===== config.mk =====
export PLATFORM = sky130hd
export DESIGN_NAME = multicycle_control
export DESIGN_NICKNAME = d
export VERILOG_FILES = /design/src/rtl/multicycle_control.sv
export SDC_FILE = /design/constraint.sdc
export NUM_CORES = 1
export LEC_CHECK = 0
export BUFFER_PORTS_ARGS = -buffer_cell sky130_fd_sc_hd__buf_2
export CORE_MARGIN = 4
export CORE_UTILIZATION = 27
export DETAILED_ROUTE_END_ITERATION = 8
export GPL_TIMING_DRIVEN = 0
export HOLD_SLACK_MARGIN = 0.02
export PLACE_DENSITY = 0.55
export SETUP_SLACK_MARGIN = 0.2
export SLEW_MARGIN = 20
export SYNTH_ARGS = -nofsm -noshare
export SYNTH_HDL_FRONTEND = slang
export SYNTH_SLANG_ARGS = --single-unit

===== constraint.sdc =====
create_clock -name i_clk -period 1.85 [get_ports i_clk]
set_input_delay 0.37 -clock i_clk [delete_from_list [all_inputs] [get_ports i_clk]]
set_output_delay 0.37 -clock i_clk [all_outputs]
set_load 0.005 [all_outputs]

===== src/rtl/multicycle_control.sv =====
// Multi-cycle RV32I main controller: sequences FETCH/DECODE/EXEC/MEM/WB over a shared datapath.
// Optional performance counters are enabled by defining MCTRL_PERF_CNT_EN.
module multicycle_control #(
  parameter int MEM_WAIT_MAX = 15
`ifdef MCTRL_PERF_CNT_EN
  , parameter int CNT_W = 32
`endif
) (
  input  logic             i_clk,
  input  logic             i_rst_n,
  input  logic [6:0]       i_OPCode,
  input  logic             i_MemReady,
  output logic             o_PCWrite,
  output logic             o_IRWrite,
  output logic             o_IorD,
  output logic             o_Branch,
  output logic             o_MemRead,
  output logic             o_MemWrite,
  output logic             o_MemToReg,
  output logic [2:0]       o_ALUOp,
  output logic             o_ALUSrc1,
  output logic             o_ALUSrc2,
  output logic             o_RegWrite,
  output logic             o_IllegalInstr,
`ifdef MCTRL_PERF_CNT_EN
  output logic [CNT_W-1:0] o_CycleCnt,
  output logic [CNT_W-1:0] o_InstRet,
`endif
  output logic             o_MemTimeout
);

  localparam logic [6:0] OP_R      = 7'b0110011;
  localparam logic [6:0] OP_I      = 7'b0010011;
  localparam logic [6:0] OP_LOAD   = 7'b0000011;
  localparam logic [6:0] OP_STORE  = 7'b0100011;
  localparam logic [6:0] OP_BRANCH = 7'b1100011;
  localparam logic [6:0] OP_LUI    = 7'b0110111;
  localparam logic [6:0] OP_AUIPC  = 7'b0010111;

  localparam int WAIT_LAST = (MEM_WAIT_MAX > 0) ? MEM_WAIT_MAX - 1 : 0;
  localparam int WCNT_W    = (MEM_WAIT_MAX > 1) ? $clog2(MEM_WAIT_MAX) : 1;

  typedef enum logic [2:0] {
    ST_RST, ST_FETCH, ST_DECODE, ST_EXEC, ST_MEM, ST_WB, ST_TRAP, ST_HALT
  } state_t;

  typedef struct packed {
    logic       iord;
    logic       branch;
    logic       mem_read;
    logic       mem_write;
    logic       mem_to_reg;
    logic [2:0] alu_op;
    logic       alu_src1;
    logic       alu_src2;
    logic       reg_write;
    logic       illegal;
  } ctrl_t;

  state_t              state_r, state_nxt_s;
  logic [6:0]          opc_r, opc_nxt_s;
  logic [WCNT_W-1:0]   wait_r, wait_nxt_s;
  logic                timeout_r, timeout_nxt_s;
  logic                wait_event_s;
  ctrl_t               ctrl_r;

  function automatic logic is_legal(input logic [6:0] opc);
    logic ok;
    case (opc)
      OP_R, OP_I, OP_LOAD, OP_STORE, OP_BRANCH, OP_LUI, OP_AUIPC: ok = 1'b1;
      default: ok = 1'b0;
    endcase
    return ok;
  endfunction

  // ALU selection shared by EXEC and WB so the datapath result stays stable into writeback
  function automatic ctrl_t alu_ctrl(input logic [6:0] opc);
    ctrl_t c;
    c = '0;
    case (opc)
      OP_R:              c.alu_op = 3'b010;
      OP_I:              begin c.alu_op = 3'b011; c.alu_src2 = 1'b1; end
      OP_LOAD, OP_STORE: begin c.alu_op = 3'b000; c.alu_src2 = 1'b1; end
      OP_BRANCH:         c.alu_op = 3'b001;
      OP_LUI:            begin c.alu_op = 3'b100; c.alu_src2 = 1'b1; end
      OP_AUIPC:          begin c.alu_op = 3'b101; c.alu_src1 = 1'b1; c.alu_src2 = 1'b1; end
      default:           c = '0;
    endcase
    return c;
  endfunction

  function automatic ctrl_t decode(input state_t st, input logic [6:0] opc);
    ctrl_t c;
    c = '0;
    case (st)
      ST_FETCH: c.mem_read = 1'b1;
      ST_EXEC: begin
        c = alu_ctrl(opc);
        c.branch = (opc == OP_BRANCH);
      end
      ST_MEM: begin
        c.iord      = 1'b1;
        c.mem_read  = (opc == OP_LOAD);
        c.mem_write = (opc == OP_STORE);
      end
      ST_WB: begin
        c = alu_ctrl(opc);
        c.reg_write  = 1'b1;
        c.mem_to_reg = (opc == OP_LOAD);
      end
      ST_TRAP: c.illegal = 1'b1;
      default: c = '0;
    endcase
    return c;
  endfunction

  assign wait_event_s = ((state_r == ST_FETCH) || (state_r == ST_MEM)) && !i_MemReady;

  // Next-state, opcode latch and memory-stall watchdog
  always_comb begin
    state_nxt_s   = state_r;
    opc_nxt_s     = opc_r;
    wait_nxt_s    = wait_r;
    timeout_nxt_s = timeout_r;
    case (state_r)
      ST_RST:    state_nxt_s = ST_FETCH;
      ST_FETCH:  state_nxt_s = i_MemReady ? ST_DECODE : ST_FETCH;
      ST_DECODE: begin
        opc_nxt_s   = i_OPCode;
        state_nxt_s = is_legal(i_OPCode) ? ST_EXEC : ST_TRAP;
      end
      ST_EXEC: begin
        if ((opc_r == OP_LOAD) || (opc_r == OP_STORE)) begin
          state_nxt_s = ST_MEM;
        end else if (opc_r == OP_BRANCH) begin
          state_nxt_s = ST_FETCH;
        end else begin
          state_nxt_s = ST_WB;
        end
      end
      ST_MEM: begin
        if (i_MemReady) begin
          state_nxt_s = (opc_r == OP_LOAD) ? ST_WB : ST_FETCH;
        end else begin
          state_nxt_s = ST_MEM;
        end
      end
      ST_WB:     state_nxt_s = ST_FETCH;
      ST_TRAP:   state_nxt_s = ST_FETCH;
      ST_HALT:   state_nxt_s = ST_HALT;
      default:   state_nxt_s = ST_RST;
    endcase

    if (wait_event_s && (MEM_WAIT_MAX != 0)) begin
      if (wait_r == WCNT_W'(WAIT_LAST)) begin
        state_nxt_s   = ST_HALT;
        timeout_nxt_s = 1'b1;
        wait_nxt_s    = '0;
      end else begin
        wait_nxt_s = wait_r + WCNT_W'(1);
      end
    end else begin
      wait_nxt_s = '0;
    end
  end

  // State registers; strobes are registered from the decode of the state being entered
  always_ff @(posedge i_clk or negedge i_rst_n) begin
    if (!i_rst_n) begin
      state_r   <= ST_RST;
      opc_r     <= 7'd0;
      wait_r    <= '0;
      timeout_r <= 1'b0;
      ctrl_r    <= '0;
    end else begin
      state_r   <= state_nxt_s;
      opc_r     <= opc_nxt_s;
      wait_r    <= wait_nxt_s;
      timeout_r <= timeout_nxt_s;
      ctrl_r    <= decode(state_nxt_s, opc_nxt_s);
    end
  end

  // IR/PC load must coincide with the cycle the fetch completes
  assign o_IRWrite      = (state_r == ST_FETCH) && i_MemReady;
  assign o_PCWrite      = (state_r == ST_FETCH) && i_MemReady;
  assign o_IorD         = ctrl_r.iord;
  assign o_Branch       = ctrl_r.branch;
  assign o_MemRead      = ctrl_r.mem_read;
  assign o_MemWrite     = ctrl_r.mem_write;
  assign o_MemToReg     = ctrl_r.mem_to_reg;
  assign o_ALUOp        = ctrl_r.alu_op;
  assign o_ALUSrc1      = ctrl_r.alu_src1;
  assign o_ALUSrc2      = ctrl_r.alu_src2;
  assign o_RegWrite     = ctrl_r.reg_write;
  assign o_IllegalInstr = ctrl_r.illegal;
  assign o_MemTimeout   = timeout_r;

`ifdef MCTRL_PERF_CNT_EN
  logic [CNT_W-1:0] cycle_cnt_r, inst_ret_r;
  logic             retire_s;

  assign retire_s = (state_r == ST_WB)
                 || ((state_r == ST_MEM) && (opc_r == OP_STORE) && i_MemReady)
                 || ((state_r == ST_EXEC) && (opc_r == OP_BRANCH));

  // Free-running cycle and retired-instruction counters, wrapping naturally
  always_ff @(posedge i_clk or negedge i_rst_n) begin
    if (!i_rst_n) begin
      cycle_cnt_r <= '0;
      inst_ret_r  <= '0;
    end else begin
      if ((state_r != ST_RST) && (state_r != ST_HALT)) begin
        cycle_cnt_r <= cycle_cnt_r + CNT_W'(1);
      end
      if (retire_s) begin
        inst_ret_r <= inst_ret_r + CNT_W'(1);
      end
    end
  end

  assign o_CycleCnt = cycle_cnt_r;
  assign o_InstRet  = inst_ret_r;
`endif

endmodule


==> summary.md <==
| Metric | Value |
|---|---|
| Status | `finished clean` |
| Required @ worst endpoint | `2.05 ns` |
| RSZ-0062 raised after global routing | `yes` |
| Maxcap violations | `0` |
| TritonRoute pass-1 iters | `4` |
| Worst-path fanout max | `7` |
| Post-synth EDFFs | `0` |
| Gr usage total | `10.3%` |
| Max-slew headroom | `59.6%` |
| Pins Over Slew Limit | `0` |
| F_max | `0.548 GHz` |
| Most frequent cell after synthesis | `dfrtp_1` |
| Clock Sink Count | `27` |
| Yosys warns | `0` |
| Layout net count | `179` |
| Multi-input logic area | `717 sq um` |
| Fin crit share | `98.7%` |
| Worst IR Drop VDD | `0.634 mV` |
| Gate Count Post-Synth | `120` |
| Reg power frac | `32.4%` |
| Final Worst Setup Slack | `0.0246 ns` |
| Dominant cell type by area after synthesis | `dfrtp_1` |
| Worst-Margin Slew | `0.606 ns` |
| GRT overflow | `0` |
| Top-area cell type share of the netlist area | `50.4%` |
| Post-synthesis cell type count | `38` |
| PortBufs | `24` |
| Die footprint | `6160 sq um` |
| Hold buffer count at CTS | `0` |
| Global placement routability congestion | `0.770` |
| Row count | `25` |
| Synth Cell Area | `1340 sq um` |
| Initial DRC count | `43` |
| Vias per cell | `4.49` |
| Critical Path Start Type | `register` |
| Post-synth ARST share | `100%` |
| Vias in the first global route | `1,065` |
| CTS HTree Levels | `1` |
| Syn-to-layout area delta | `39.3%` |
| Seq cells post-synth | `27` |
| Syn_nets | `132` |
| Detailed Place HPWL | `2.09 mm` |
| Pwr dens | `1410 nW/um^2` |
| Routed Antenna Nets | `0` |
| First-pass GRT wire length | `5.04 mm` |
| Clock Tree Root | `clkbuf_8` |
| Switching power | `1.00 mW` |
| Arrival @ worst endpoint | `2.03 ns` |
| Hold WC Path Type | `input pin to asynchronous set/reset pin` |
| Critical path class | `register to register` |
| Largest net degree at the start of global routing | `28` |
| Combinational power share | `55.1%` |
| Vias | `1,046` |
| Worst-case clock buffer depth | `2` |
| N_diodes | `0` |
| Layout fillers | `473` |
| Final Hold Fails | `0` |
| Final number of setup-violating endpoints | `0` |
| P_int | `1.63 mW` |
| Number of primary I/O pins | `25` |
| Register area | `677 sq um` |
| Clock Pin Slew Worst Setup and Hold Paths | `0.09 ns` |
| DIE WIDTH | `78.5 um` |
| DP Worst Slack | `-0.120 ns` |
| LEAKAGE | `0.849 nW` |
| Synth top area cells | `dfrtp_1, mux2_2, buf_6, nand2b_1, nor2_1` |
| Initial Utilization | `28.2%` |
| Chip height | `78.5 um` |
| Switching Fraction | `38.1%` |
| Sequential area share after synthesis | `50.4%` |
| Worst Clk Skew | `0.00623 ns` |
| CTS Buf Count | `3` |
| CTS tree | `built` |
| Main flop type after synthesis | `dfrtp_1` |
| Reg2Reg Setup Slack | `0.02 ns` |
| Tmin final | `1.83 ns` |
| Worst-Skew Late Latency | `0.27 ns` |
| Routed wire length | `3.06 mm` |
| Layout cells sized above 1 | `51.2%` |
| Synthesized area per cell | `11.2 sq um` |
| WL per Instance | `13.1 um` |
| Core Util, Final | `39.3%` |
| Top cells by count, synth | `dfrtp_1, nor2_1, nand2_1` |
| DRC Markers | `0` |
| Crit end category | `register` |
| Initial antenna violation count | `0` |
| Core area | `4750 sq um` |
| Clock share of power | `12.6%` |
layout make-up:
type	count	area share (%)
tap	67	4.49
buffer	5	2.81
clock buffer	4	2.41
timing repair buffer	42	13.7
sequential	27	36.2
multi-input combinational	79	38.4
inverter	9	1.94
kinds of logic (layout without fill, tap and decap cells):
kind of cell	count (synthesis)	after routing	share of synthesized area, %
multiplexers	9	9	8.39
buffers and inverters	14	60	6.53
adder cells (fa/ha/maj)	2	2	1.87
XOR/XNOR	3	3	1.96
AND/OR/NAND/NOR	48	48	20.6
flip-flops	27	27	50.4
AO/OA/AOI/OAI	17	17	10.3
metal layers:
layer  global-route usage (%)  up-vias  part of all wire [%]  wire length [um]
met5                        0        -                     0                 0
met3                     1.72        2                   2.9                90
li1                         -      514                     -                 -
met4                     2.10        0                  0.75                23
met2                     18.7       19                    52              1600
met1                     12.7      511                    44              1350
repair_timing:
| action | CTS | global route |
|---|---|---|
| pin swaps | 5 | 7 |
| endpoints found under the setup margin | 13 | 16 |
| gates resized for setup | 9 | 19 |
| buffers inserted | 11 | 7 |
stage by stage:
step                      setup TNS, ns  hold slack (ns)  total power, mW  instance area [sq um]  cells
final                                 0            0.101             2.63                   1870    233
after global routing             -0.115            0.139             2.82                   1870    233
after CTS                             0            0.122             2.42                   1730    226
after detailed placement         -0.451            0.421             1.83                   1550    211
after global placement           -0.122            0.402             1.81                   1550    211
after floorplan                       0           0.0744             1.59                   1350    120
cell usage in the layout (no fill, tap or decap), types with 2 or more instances in the layout:
master    Yosys  routed
nand2b_1      6       4
nand4_1       2       2
xnor2_1       2       2
nor2_1       10       9
a21oi_1       6       3
inv_1         7       6
or3_1         3       3
buf_2         0      24
clkbuf_8      0       3
nor4_2        0       2
mux2_2        5       5
nand2_1       9       8
nand2b_4      0       2
dfrtp_1      27      26
o211ai_1      2       2
nand3_1       4       2
inv_2         1       2
o22ai_2       0       2
a21oi_2       1       4
buf_4         1      17
nand3b_1      3       3
mux2i_4       1       3
buf_6         4       5
nor4bb_1      2       2
critical path, stage by stage (launching register included):
cell,delay [ns]
dfrtp_1,0.38
buf_6,0.13
nor3b_4,0.19
buf_6,0.19
mux2i_4,0.28
nand4_1,0.19
nor4b_2,0.26
a31o_1,0.14
sequential cells by signal (all words and copies together), names as in the netlist, 3 cells and up:
register,count
o_ALUOp,3
opc_r,7
state_r,3
wait_r,4
final timing paths:
| check | cells past startpoint | end | start |
|---|---|---|---|
| min | 1 | o_Branch | i_rst_n |
| max in group asynchronous | 1 | opc_r[4] | i_rst_n |
| min in group i_clk | 2 | opc_r[3] | i_OPCode[3] |
| max reg2reg | 7 | o_MemRead | state_r[2] |
| min reg2reg | 1 | o_MemTimeout | o_MemTimeout |
| max | 7 | o_MemRead | state_r[2] |
power by group through the flow:
stage | clock network [mW] | registers (mW) | logic, mW
2_1_floorplan | 0 | 0.842 | 0.753
3_3_place_gp | 0 | 0.856 | 0.952
6_report | 0.331 | 0.851 | 1.45
3_5_place_dp | 0 | 0.863 | 0.969
4_1_cts | 0.346 | 0.847 | 1.23
5_1_grt | 0.370 | 0.872 | 1.58
Power figures use the tool's default switching activity.
